**src/rtl/bld_pkg.sv**
```systemverilog
// Shared constants for the blood-type lookup arbiter: ASCII allele codes,
// two-character phenotype codes and the arbiter FSM state encoding.
package bld_pkg;

   // ASCII allele characters accepted by the lookup
   localparam logic [7:0] CH_A = 8'h41;  // "A"
   localparam logic [7:0] CH_B = 8'h42;  // "B"
   localparam logic [7:0] CH_O = 8'h4F;  // "O"

   // Phenotype results, two ASCII characters, first character in [15:8]
   localparam logic [15:0] PH_A   = 16'h4120;  // "A "
   localparam logic [15:0] PH_B   = 16'h4220;  // "B "
   localparam logic [15:0] PH_AB  = 16'h4142;  // "AB"
   localparam logic [15:0] PH_O   = 16'h4F20;  // "O "
   localparam logic [15:0] PH_INV = 16'h3F3F;  // "??"

   // Arbiter FSM states
   typedef enum logic [1:0] {
      ST_IDLE   = 2'd0,
      ST_LOOKUP = 2'd1,
      ST_RESP   = 2'd2
   } state_t;

endpackage

```
**src/rtl/bld_pheno_lut.sv**
```systemverilog
// Combinational ABO phenotype lookup keyed on the ordered pair
// {maternal allele, paternal allele}. Any pair containing a character other
// than uppercase A, B or O maps to the invalid code "??".
module bld_pheno_lut
   import bld_pkg::*;
(
   input  logic [7:0]  allelm,
   input  logic [7:0]  allelf,
   output logic [15:0] pheno
);

   // Map the allele pair to its phenotype; unlisted pairs are invalid
   always_comb begin
      pheno = PH_INV;
      case ({allelm, allelf})
         {CH_A, CH_A}, {CH_A, CH_O}, {CH_O, CH_A}: pheno = PH_A;
         {CH_B, CH_B}, {CH_B, CH_O}, {CH_O, CH_B}: pheno = PH_B;
         {CH_A, CH_B}, {CH_B, CH_A}:               pheno = PH_AB;
         {CH_O, CH_O}:                             pheno = PH_O;
         default:                                  pheno = PH_INV;
      endcase
   end

endmodule

```
**src/rtl/bld_lookup_arbiter.sv**
```systemverilog
// Round-robin arbiter sharing one phenotype lookup between two lab stations.
// One transaction is in flight at a time: IDLE accepts a request, LOOKUP
// registers the table result, RESP holds the tagged response until consumed.
//
// Handshakes: a transfer happens on a rising clk edge where valid and ready
// are both high. reqN_ready is combinational and only asserted in IDLE for
// the granted station; rsp_valid is registered and rsp_* stay stable until
// rsp_ready is seen high with it.
//
// Optional build macro BLD_STATS_EN adds saturating per-station counters of
// served responses (srvN_cnt) and invalid-entry responses (errN_cnt).
module bld_lookup_arbiter
   import bld_pkg::*;
#(
   parameter int PRIO0_FIRST = 1,
   parameter int CNT_W       = 8
)(
   input  logic              clk,
   input  logic              rst_n,
   input  logic              req0_valid,
   input  logic [7:0]        req0_allelm,
   input  logic [7:0]        req0_allelf,
   output logic              req0_ready,
   input  logic              req1_valid,
   input  logic [7:0]        req1_allelm,
   input  logic [7:0]        req1_allelf,
   output logic              req1_ready,
   output logic              rsp_valid,
   output logic              rsp_id,
   output logic [15:0]       rsp_pheno,
   output logic              rsp_err,
   input  logic              rsp_ready,
   output logic              busy
`ifdef BLD_STATS_EN
   ,
   output logic [CNT_W-1:0]  srv0_cnt,
   output logic [CNT_W-1:0]  srv1_cnt,
   output logic [CNT_W-1:0]  err0_cnt,
   output logic [CNT_W-1:0]  err1_cnt
`endif
);

   // last_grant value after reset: pointing at station 1 makes station 0 win
   // the first contention
   localparam logic LAST_GRANT_RST = (PRIO0_FIRST != 0);

   if (CNT_W < 1) begin : g_cnt_w_chk
      $error("CNT_W must be at least 1");
   end

   state_t      state_q, state_d;
   logic        last_grant_q, last_grant_d;
   logic [7:0]  lat_m_q, lat_m_d;
   logic [7:0]  lat_f_q, lat_f_d;
   logic        lat_id_q, lat_id_d;
   logic        rsp_valid_q, rsp_valid_d;
   logic        rsp_id_q, rsp_id_d;
   logic [15:0] rsp_pheno_q, rsp_pheno_d;
   logic        rsp_err_q, rsp_err_d;

   logic        idle;
   logic        grant0;
   logic        grant1;
   logic [15:0] lut_pheno;

   bld_pheno_lut u_lut (
      .allelm (lat_m_q),
      .allelf (lat_f_q),
      .pheno  (lut_pheno)
   );

   // Grant selection: a lone requester wins; under contention the station
   // that was not granted last time wins
   always_comb begin
      idle   = (state_q == ST_IDLE);
      grant0 = idle & req0_valid & (~req1_valid |  last_grant_q);
      grant1 = idle & req1_valid & (~req0_valid | ~last_grant_q);
   end

   assign req0_ready = grant0;
   assign req1_ready = grant1;

   // Next-state and next-output computation for the IDLE/LOOKUP/RESP sequence
   always_comb begin
      state_d      = state_q;
      last_grant_d = last_grant_q;
      lat_m_d      = lat_m_q;
      lat_f_d      = lat_f_q;
      lat_id_d     = lat_id_q;
      rsp_valid_d  = rsp_valid_q;
      rsp_id_d     = rsp_id_q;
      rsp_pheno_d  = rsp_pheno_q;
      rsp_err_d    = rsp_err_q;
      case (state_q)
         ST_IDLE: begin
            if (grant0 | grant1) begin
               lat_m_d      = grant1 ? req1_allelm : req0_allelm;
               lat_f_d      = grant1 ? req1_allelf : req0_allelf;
               lat_id_d     = grant1;
               last_grant_d = grant1;
               state_d      = ST_LOOKUP;
            end
         end
         ST_LOOKUP: begin
            rsp_pheno_d = lut_pheno;
            rsp_err_d   = (lut_pheno == PH_INV);
            rsp_id_d    = lat_id_q;
            rsp_valid_d = 1'b1;
            state_d     = ST_RESP;
         end
         ST_RESP: begin
            if (rsp_valid_q & rsp_ready) begin
               rsp_valid_d = 1'b0;
               state_d     = ST_IDLE;
            end
         end
         default: state_d = ST_IDLE;
      endcase
   end

   // State and registered outputs; reset drops any in-flight response
   always_ff @(posedge clk) begin
      if (!rst_n) begin
         state_q      <= ST_IDLE;
         last_grant_q <= LAST_GRANT_RST;
         lat_m_q      <= 8'h00;
         lat_f_q      <= 8'h00;
         lat_id_q     <= 1'b0;
         rsp_valid_q  <= 1'b0;
         rsp_id_q     <= 1'b0;
         rsp_pheno_q  <= 16'h0000;
         rsp_err_q    <= 1'b0;
      end else begin
         state_q      <= state_d;
         last_grant_q <= last_grant_d;
         lat_m_q      <= lat_m_d;
         lat_f_q      <= lat_f_d;
         lat_id_q     <= lat_id_d;
         rsp_valid_q  <= rsp_valid_d;
         rsp_id_q     <= rsp_id_d;
         rsp_pheno_q  <= rsp_pheno_d;
         rsp_err_q    <= rsp_err_d;
      end
   end

   assign rsp_valid = rsp_valid_q;
   assign rsp_id    = rsp_id_q;
   assign rsp_pheno = rsp_pheno_q;
   assign rsp_err   = rsp_err_q;
   assign busy      = (state_q != ST_IDLE);

`ifdef BLD_STATS_EN
   localparam logic [CNT_W-1:0] CNT_MAX = '1;

   logic [CNT_W-1:0] srv0_q, srv1_q, err0_q, err1_q;
   logic             rsp_done;

   assign rsp_done = (state_q == ST_RESP) & rsp_valid_q & rsp_ready;

   // Saturating counters of completed responses per station
   always_ff @(posedge clk) begin
      if (!rst_n) begin
         srv0_q <= '0;
         srv1_q <= '0;
         err0_q <= '0;
         err1_q <= '0;
      end else if (rsp_done) begin
         if (!rsp_id_q && srv0_q != CNT_MAX) srv0_q <= srv0_q + CNT_W'(1);
         if ( rsp_id_q && srv1_q != CNT_MAX) srv1_q <= srv1_q + CNT_W'(1);
         if (!rsp_id_q && rsp_err_q && err0_q != CNT_MAX) err0_q <= err0_q + CNT_W'(1);
         if ( rsp_id_q && rsp_err_q && err1_q != CNT_MAX) err1_q <= err1_q + CNT_W'(1);
      end
   end

   assign srv0_cnt = srv0_q;
   assign srv1_cnt = srv1_q;
   assign err0_cnt = err0_q;
   assign err1_cnt = err1_q;
`endif

endmodule
```
**config.mk**
```make
export PLATFORM = sky130hd
export DESIGN_NAME = bld_lookup_arbiter
export DESIGN_NICKNAME = d
export VERILOG_FILES = /design/src/rtl/bld_pkg.sv /design/src/rtl/bld_pheno_lut.sv /design/src/rtl/bld_lookup_arbiter.sv
export SDC_FILE = /design/constraint.sdc
export NUM_CORES = 1
export LEC_CHECK = 0
export CORE_UTILIZATION = 43
export DETAILED_ROUTE_END_ITERATION = 8
export GPL_ROUTABILITY_DRIVEN = 0
export PLACE_DENSITY = 0.79
export RECOVER_POWER = 50
export SLEW_MARGIN = 30
export SYNTH_ARGS = -nofsm -noshare
export SYNTH_HDL_FRONTEND = slang
export SYNTH_SLANG_ARGS = --single-unit
```
**constraint.sdc**
```tcl
create_clock -name clk -period 2.3 [get_ports clk]
set_clock_uncertainty 0.1 [all_clocks]
set_input_delay 0.23 -clock clk [delete_from_list [all_inputs] [get_ports clk]]
set_output_delay 0.23 -clock clk [all_outputs]
set_load 0.005 [all_outputs]
```
# After elaboration in Yosys (flattened, before gate mapping)
# Index checks and enable logic that the tools add are counted.
# Widths: inputs -> output; s select.
[classes]
bitwise_logic = 11
n_eq_ne = 14
n_reduce_logical = 9
muxes = 8
[ops]
columns = ["operator", "count"]
rows = [
  ["$eq 16x15->1 const B", 9],
  ["$pmux 15 s4", 1],
  ["$eq 16x14->1 const B", 1],
  ["$mux 8", 2],
  ["$pmux 2 s3", 1],
  ["$reduce_and 2->1", 3],
  ["$reduce_or 3->1", 2],
  ["$and 1x1->1", 5],
  ["$mux 2", 2],
  ["$reduce_bool 2->1", 2],
  ["$not 1->1", 3],
  ["$or 1x1->1", 3],
  ["$eq 2x1->1 const B", 1],
  ["$eq 2x2->1 const B", 1],
  ["$logic_not 2->1", 1],
  ["$ne 2x1->1 const B", 1],
  ["$ne 2x2->1 const B", 1],
  ["$pmux 1 s2", 1],
  ["$reduce_or 2->1", 1],
  ["$mux 1", 1],
]
[totals]
output_inout_bits = 22
wordCells = 51
reg_bits = 39
inputBits = 37

# Longest topological paths before layout
# Gate-level depths: netlist of run 1.
[depth]
depth_word = 6
depth_mapped = 5
mapped_depth_nobuf = 4

# Modules after synthesis
# Synthesis of run 1 repeated with hierarchy kept, for this count alone.
[hier_totals]
hier_cells = 257
hier_area_um2 = 2184.6
[modules_own_cells]
columns = ["mod", "area_each_um2", "cells_each", "instances", "seq_area_each_um2"]
rows = [
  ["bld_lookup_arbiter", 1826.8, 207, 1, 780.7],
  ["bld_pheno_lut", 357.8, 50, 1, 0.0],
]

# Least setup slack after synthesis of run 1
# OpenSTA, ideal clock, no wires.
[synth_timing]
path_kind = "reg-to-reg"
from = "register lat_f_q[7]"
to = "register rsp_pheno_q[11], in the netlist rsp_pheno[11]"
path_stages_with_launch = 5
synth_period_minus_slack_ps = 1979
arrival_time_ps = 1760
path_buffers = 0
setup_time_ps = 119
required_time_ps = 2081
slack_ps = 321
path_cell_list = "dfxtp_1 -> or4_4 -> or3_4 -> or3_4 -> o221a_1"
[synth_via]
elab_chain_cells = 3
elab_cells_between_ends = 13
cone_classes = "eq/ne: 9; mux: 1; reduce/logical: 3"
[synth_lines]
columns = ["element", "line", "text"]
rows = [
  ["from (decl)", "bld_lookup_arbiter.sv:54", "logic [7:0] lat_f_q, lat_f_d;"],
  ["from (signal assigned)", "bld_lookup_arbiter.sv:137", "lat_f_q <= lat_f_d;"],
  ["$eq 16x15->1", "bld_pheno_lut.sv:15", "case ({allelm, allelf})"],
  ["$reduce_or 3->1 or $reduce_or 2->1 (tied branches)", "bld_pheno_lut.sv:15", ""],
  ["$pmux 15 s4 *", "bld_pheno_lut.sv:15", ""],
  ["to (signal assigned)", "bld_lookup_arbiter.sv:141", "rsp_pheno_q <= rsp_pheno_d;"],
  ["to (decl)", "bld_lookup_arbiter.sv:58", "logic [15:0] rsp_pheno_q, rsp_pheno_d;"],
]
# Every way passes the cells marked *; elsewhere a longest branch is shown, timed or not.
# A chain may end at the register's enable or synchronous reset.

# Worst setup path after layout of run 1
# Same ends and word-level chain as after synthesis.

==> results.cfg, run 1 <==
[global_routing]
grt_pass1_wl_um = 5490
grt_util_all_layers = 0.201
overflow = 0
antenna_found_initial = 0
grt_pass1_vias = 1338
grt_max_degree = 36

[power_and_ir_drop]
ir_drop_uv = 472
comb_power_share = 0.263
swShare = 0.281
p_sw_uw = 389
powerDensity_nw_per_um2 = 652
intPower_uw = 997
power_frac_seq = 0.483
clkPwrFrac = 0.254
p_leak_uw = 0.000899

[die]
coreArea_um2 = 3360
io-pin-count = 59
die_h_um = 61.6
start_util = 0.454
dieArea_um2 = 3800
die_x_um = 61.6
rows = 21

[drt]
ant_nets = 0
drtIter0Drc = 62
vias = 1398
drc = 0
routed_wl_um = 3440
wl_per_cell_um = 12.9
firstDrtPassIters = 4
via_per_inst = 5.26

[worst_setup_path]
critPathKind = reg -> reg
crit_arrival_ns = 2.18
crit_chain = or4_4 -> or3_4 -> or3_4 -> o221a_1
worstPathRequired_ns = 2.41
critPathLaunch = lat_f_q[7]
critPathSlowestCell = or4_4
worst-path-max-fanout = 5
cpMostUsedCell = or3_4
end_kind = register
start_kind = register
max_stage_delay_ns = 0.55
r2r-start = lat_f_q[7]
ff2ff_path_depth = 4

[timing]
rsz0062_at_grt = false
finalCritPeriodShare = 0.899
report.final.slew_viol_count = 0
period_needed_ns = 2.07
relSlewSlack = 0.538
max_freq_ghz = 0.484
whs_ns = 0.364
tns_ns = 0
worstMarginPinSlew_ns = 0.693
timing.final.ws_setup_ns = 0.233
setup_viol = 0
hold_violations = 0

[finish]
syn_to_final_growth_pct = 39.1
antenna_cells = 0
nets = 256
drive_above_1_share = 0.0545
fin_cells = 266
fillers = 303

[clock_tree]
clk_latency_ns = 0.33
clk_pin_slew_ns = 0.09
cts_tree = done
htree_levels = 2
cts_root_buf = clkbuf_4
cts_made_buffers = 5
cts_resized = 0
cts.sinks = 31
ctsHoldBuffers = 0
clock_path_buffers = 2
post_cts_buffers = 0

[yosys]
synthTopCellsByArea = dfxtp_1 (41%), mux2i_1 (10%), a211oi_1 (8.8%), nor2_1 (4.4%), buf_4 (3.9%)
ys_ff_latch = 31
ys_warn_count = 0
ys_seq_area_frac = 0.406
synth_top_area_cell = dfxtp_1
synth_top_area_share = 0.406
syn_inst = 173
yosys-top-cells-count = dfxtp_1 (31), a211oi_1 (18), nor2_1 (18)
yosysMostFrequentCell = dfxtp_1
synth.cell_area_um2 = 1530
synth-edff-count = 0
synthFlopType = dfxtp_1
post_synth_num_cell_types = 35
avgSynthCellArea_um2 = 8.83
synthArstFlopShare = 0

[run]
maxCapViolations = 0

[worst_hold_path]
hp-class = reg -> reg
min_path_cells = 2
min_from = rsp_pheno[6]

[outcome]
status = complete, no violations

[placement]
numPortBuffers = 56
post-place-ws_ns = 0.237
placed_cells = 258
dp_hpwl_um = 2640
==> through the flow <==
| step | total power [uW] | cell area [um^2] | utilization |
|---|---|---|---|
| 2_1_floorplan | 892 | 1530 | - |
| 4_1_cts | 1400 | 2130 | 0.634 |
| 6_report | 1390 | 2120 | 0.632 |
| 3_3_place_gp | 1040 | 2060 | 0.613 |
| 5_1_grt | 1470 | 2120 | 0.632 |
| 3_5_place_dp | 1060 | 2060 | 0.613 |
==> routing by layer <==
layer / global-route usage / vias up / share of wire
li1: - / 711 / -
met1: 0.217 / 632 / 0.44
met2: 0.361 / 49 / 0.49
met3: 0.0735 / 6 / 0.055
met4: 0.0667 / 0 / 0.014
met5: 0 / - / 0
==> cells in the final DEF, fill, tap and decap left out, types with 3 or more instances in the layout <==
cell type         n
clkdlybuf4s50_1  45
dfxtp_1          31
nor2_1           18
a211oi_1         18
mux2i_1          16
dlygate4sd3_1    11
nand2_1           8
a21oi_1           8
inv_1             6
nand3_1           5
nor3_1            5
clkbuf_4          5
o21ai_0           4
nand2b_1          3
o211a_1           3
==> registers in the layout, summed over array words and instances, names as in the netlist, 2 cells and up <==
signal,flops
lat_f_q,8
state_q,2
lat_m_q,8
rsp_pheno,8
==> cells by family (layout without fill, tap and decap cells) <==
kind of cell,Yosys count,after routing,share of synthesized area
mux,16,16,0.105
other cells,1,2,0.00245
flops,31,31,0.406
simple gates,57,57,0.208
buf+inv,27,73,0.0868
compound gates,41,41,0.192
==> power groups by stage <==
| stage | clock network (uW) | registers [uW] | logic, uW |
|---|---|---|---|
| after global placement | 0 | 674 | 363 |
| after floorplan | 0 | 652 | 241 |
| after detailed placement | 0 | 682 | 373 |
| after CTS | 359 | 670 | 375 |
| final | 352 | 669 | 365 |
| after global routing | 384 | 679 | 405 |
==> worst paths after layout <==
| kind | to | slack (ns) |
|---|---|---|
| setup reg to reg | rsp_pheno[11] | 0.23 |
| setup / recovery | rsp_pheno[11] | 0.23 |
| hold reg to reg | rsp_pheno[6] | 0.36 |
| hold / removal | rsp_pheno[6] | 0.36 |
==> critical path, delay by kind of cell, from the launching register on <==
family | cells | cell delay (ns)
DFF | 1 | 0.32
AOI/OAI and AO/OA | 1 | 0.24
and+or+nand+nor | 3 | 1.30
==> layout make-up <==
| cell class | count | area, um^2 | area share |
|---|---|---|---|
| Tap cell | 46 | 57.6 | 0.0271 |
| Clock buffer | 8 | 68.8 | 0.0324 |
| Multi-Input combinational cell | 116 | 778 | 0.366 |
| Timing Repair Buffer | 59 | 577 | 0.271 |
| Sequential cell | 31 | 621 | 0.292 |
| Inverter | 6 | 22.5 | 0.0106 |
Note: power is estimated with default switching activity, not from simulation.
==> run 2: changes to the inputs <==
- CTS_CLUSTER_DIAMETER: not set -> 30
==> results of run 2 <==
The final DEF is identical to that of run 1; final timing and power are the same.
==> run 3: changes to the inputs <==
- PLACE_DENSITY: 0.79 -> 0.78
==> run 3 against run 2 <==
Compared with the run above: non-clock buffer count decreased by 1; combinational power about the same; sequential cell count unchanged; count of clock-buffer cells in the layout is 1 lower; routed wire length increased by 4.8%; critical path type unchanged; critical endpoint is now rsp_pheno[9].
==> results.cfg, run 3 (synthesis gave the netlist of run 1 again) <==
[outcome]
status = complete, no violations

[worst_setup_path]
cpMostUsedCell = or3_4
worst-path-max-fanout = 5
cp_top_family = simple AND/OR/NAND/NOR gates
crit_arrival_ns = 2.19
critPathSlowestCell = or4_4
start_kind = register
crit_chain = or4_4 -> or3_4 -> or3_4 -> o221a_1
worstPathRequired_ns = 2.43
end_kind = register
max_stage_delay_ns = 0.55
critPathKind = reg -> reg
cp_num_buf_inv = 0

[power_and_ir_drop]
powerDensity_nw_per_um2 = 662
intPower_uw = 994
clkPwrFrac = 0.264
p_sw_uw = 412
power_frac_seq = 0.475
comb_power_share = 0.260
ir_drop_uv = 334
p_leak_uw = 0.000900
swShare = 0.293

[finish]
syn_to_final_growth_pct = 39.1
final_common_cell = clkdlybuf4s50_1
layout_common_cells = clkdlybuf4s50_1 (44), dfxtp_1 (31), nor2_1 (18), a211oi_1 (18), mux2i_1 (16)
fillers = 322
drive_above_1_share = 0.0594
utilization = 0.632
nets = 255
antenna_cells = 0

[global_routing]
grt_max_degree = 36
grt_pass1_vias = 1381
overflow = 0
antenna_found_initial = 0
grt_pass1_wl_um = 5800
grt_util_all_layers = 0.211

[timing]
worstMarginPinSlew_ns = 0.666
hold_violations = 0
relSlewSlack = 0.556
setup_viol = 0
period_needed_ns = 2.06
report.final.slew_viol_count = 0
finalCritPeriodShare = 0.894
tns_ns = 0
rsz0062_at_grt = false
whs_ns = 0.362
max_freq_ghz = 0.486

[drt]
ant_nets = 0
wl_per_cell_um = 13.6
drtIter0Drc = 79
drc = 0
vias = 1422
routed_wl_um = 3610
via_per_inst = 5.37
firstDrtPassIters = 4

[clock_tree]
cts.sinks = 31
clk_pin_slew_ns = 0.10
post_cts_buffers = 0
cts_resized = 0
clock_path_buffers = 2
clk_latency_ns = 0.33
cts_root_buf = clkbuf_4
ctsHoldBuffers = 0
cts_made_buffers = 5
cts_tree = done
htree_levels = 2

[die]
start_util = 0.454
coreArea_um2 = 3360
io-pin-count = 59
die_x_um = 61.6
rows = 21
die_h_um = 61.6
dieArea_um2 = 3800

[run]
maxCapViolations = 0

[placement]
numPortBuffers = 56
dp_hpwl_um = 2710

[worst_hold_path]
hp-class = reg -> reg
==> run 3: worst paths after layout <==
kind / from / end / slack [ns] / cells past startpoint
worst min register to register: rsp_pheno[6] / rsp_pheno[6] / 0.36 / 2
worst min-delay path: rsp_pheno[6] / rsp_pheno[6] / 0.36 / 2
worst max-delay path: lat_f_q[7] / rsp_pheno[9] / 0.24 / 4
worst max register to register: lat_f_q[7] / rsp_pheno[9] / 0.24 / 4
==> run 3: final cells by class <==
class | count | area, um^2 | share of cell area
clock buffer | 7 | 65.1 | 0.0306
clock inverter | 1 | 7.51 | 0.00353
inverter | 6 | 22.5 | 0.0106
multi-input combinational | 116 | 778 | 0.366
sequential | 31 | 621 | 0.292
tap | 46 | 57.6 | 0.0271
timing repair buffer | 58 | 573 | 0.270
==> run 3: stage by stage <==
stage | std cells | setup WS, ns | area (um^2) | power, uW
2_1_floorplan | 174 | 0.321 | 1530 | 892
3_3_place_gp | 257 | 0.282 | 2050 | 1040
3_5_place_dp | 257 | 0.248 | 2050 | 1050
4_1_cts | 265 | 0.235 | 2130 | 1420
5_1_grt | 265 | 0.193 | 2120 | 1490
6_report | 265 | 0.244 | 2120 | 1410
==> run 3: routing by layer <==
| metal | GRT usage | wire, um | vias up |
|---|---|---|---|
| li1 | - | - | 710 |
| met1 | 0.227 | 1500 | 655 |
| met2 | 0.384 | 1870 | 48 |
| met3 | 0.0462 | 154 | 9 |
| met4 | 0.111 | 87 | 0 |
| met5 | 0 | 0 | - |
==> run 3: worst min-delay path: cells and delay by family (launching register included) <==
| family | cells | cell delay, ns |
|---|---|---|
| flip-flops | 1 | 0.32 |
| AND/OR/NAND/NOR | 1 | 0.05 |
| AO/OA/AOI/OAI | 1 | 0.05 |
==> run 3: power groups by stage <==
stage	sequential, uW	clock [uW]	combinational [uW]
6_report	669	372	366
5_1_grt	680	407	404
4_1_cts	669	376	375
3_5_place_dp	682	0	373
3_3_place_gp	675	0	361
2_1_floorplan	652	0	241
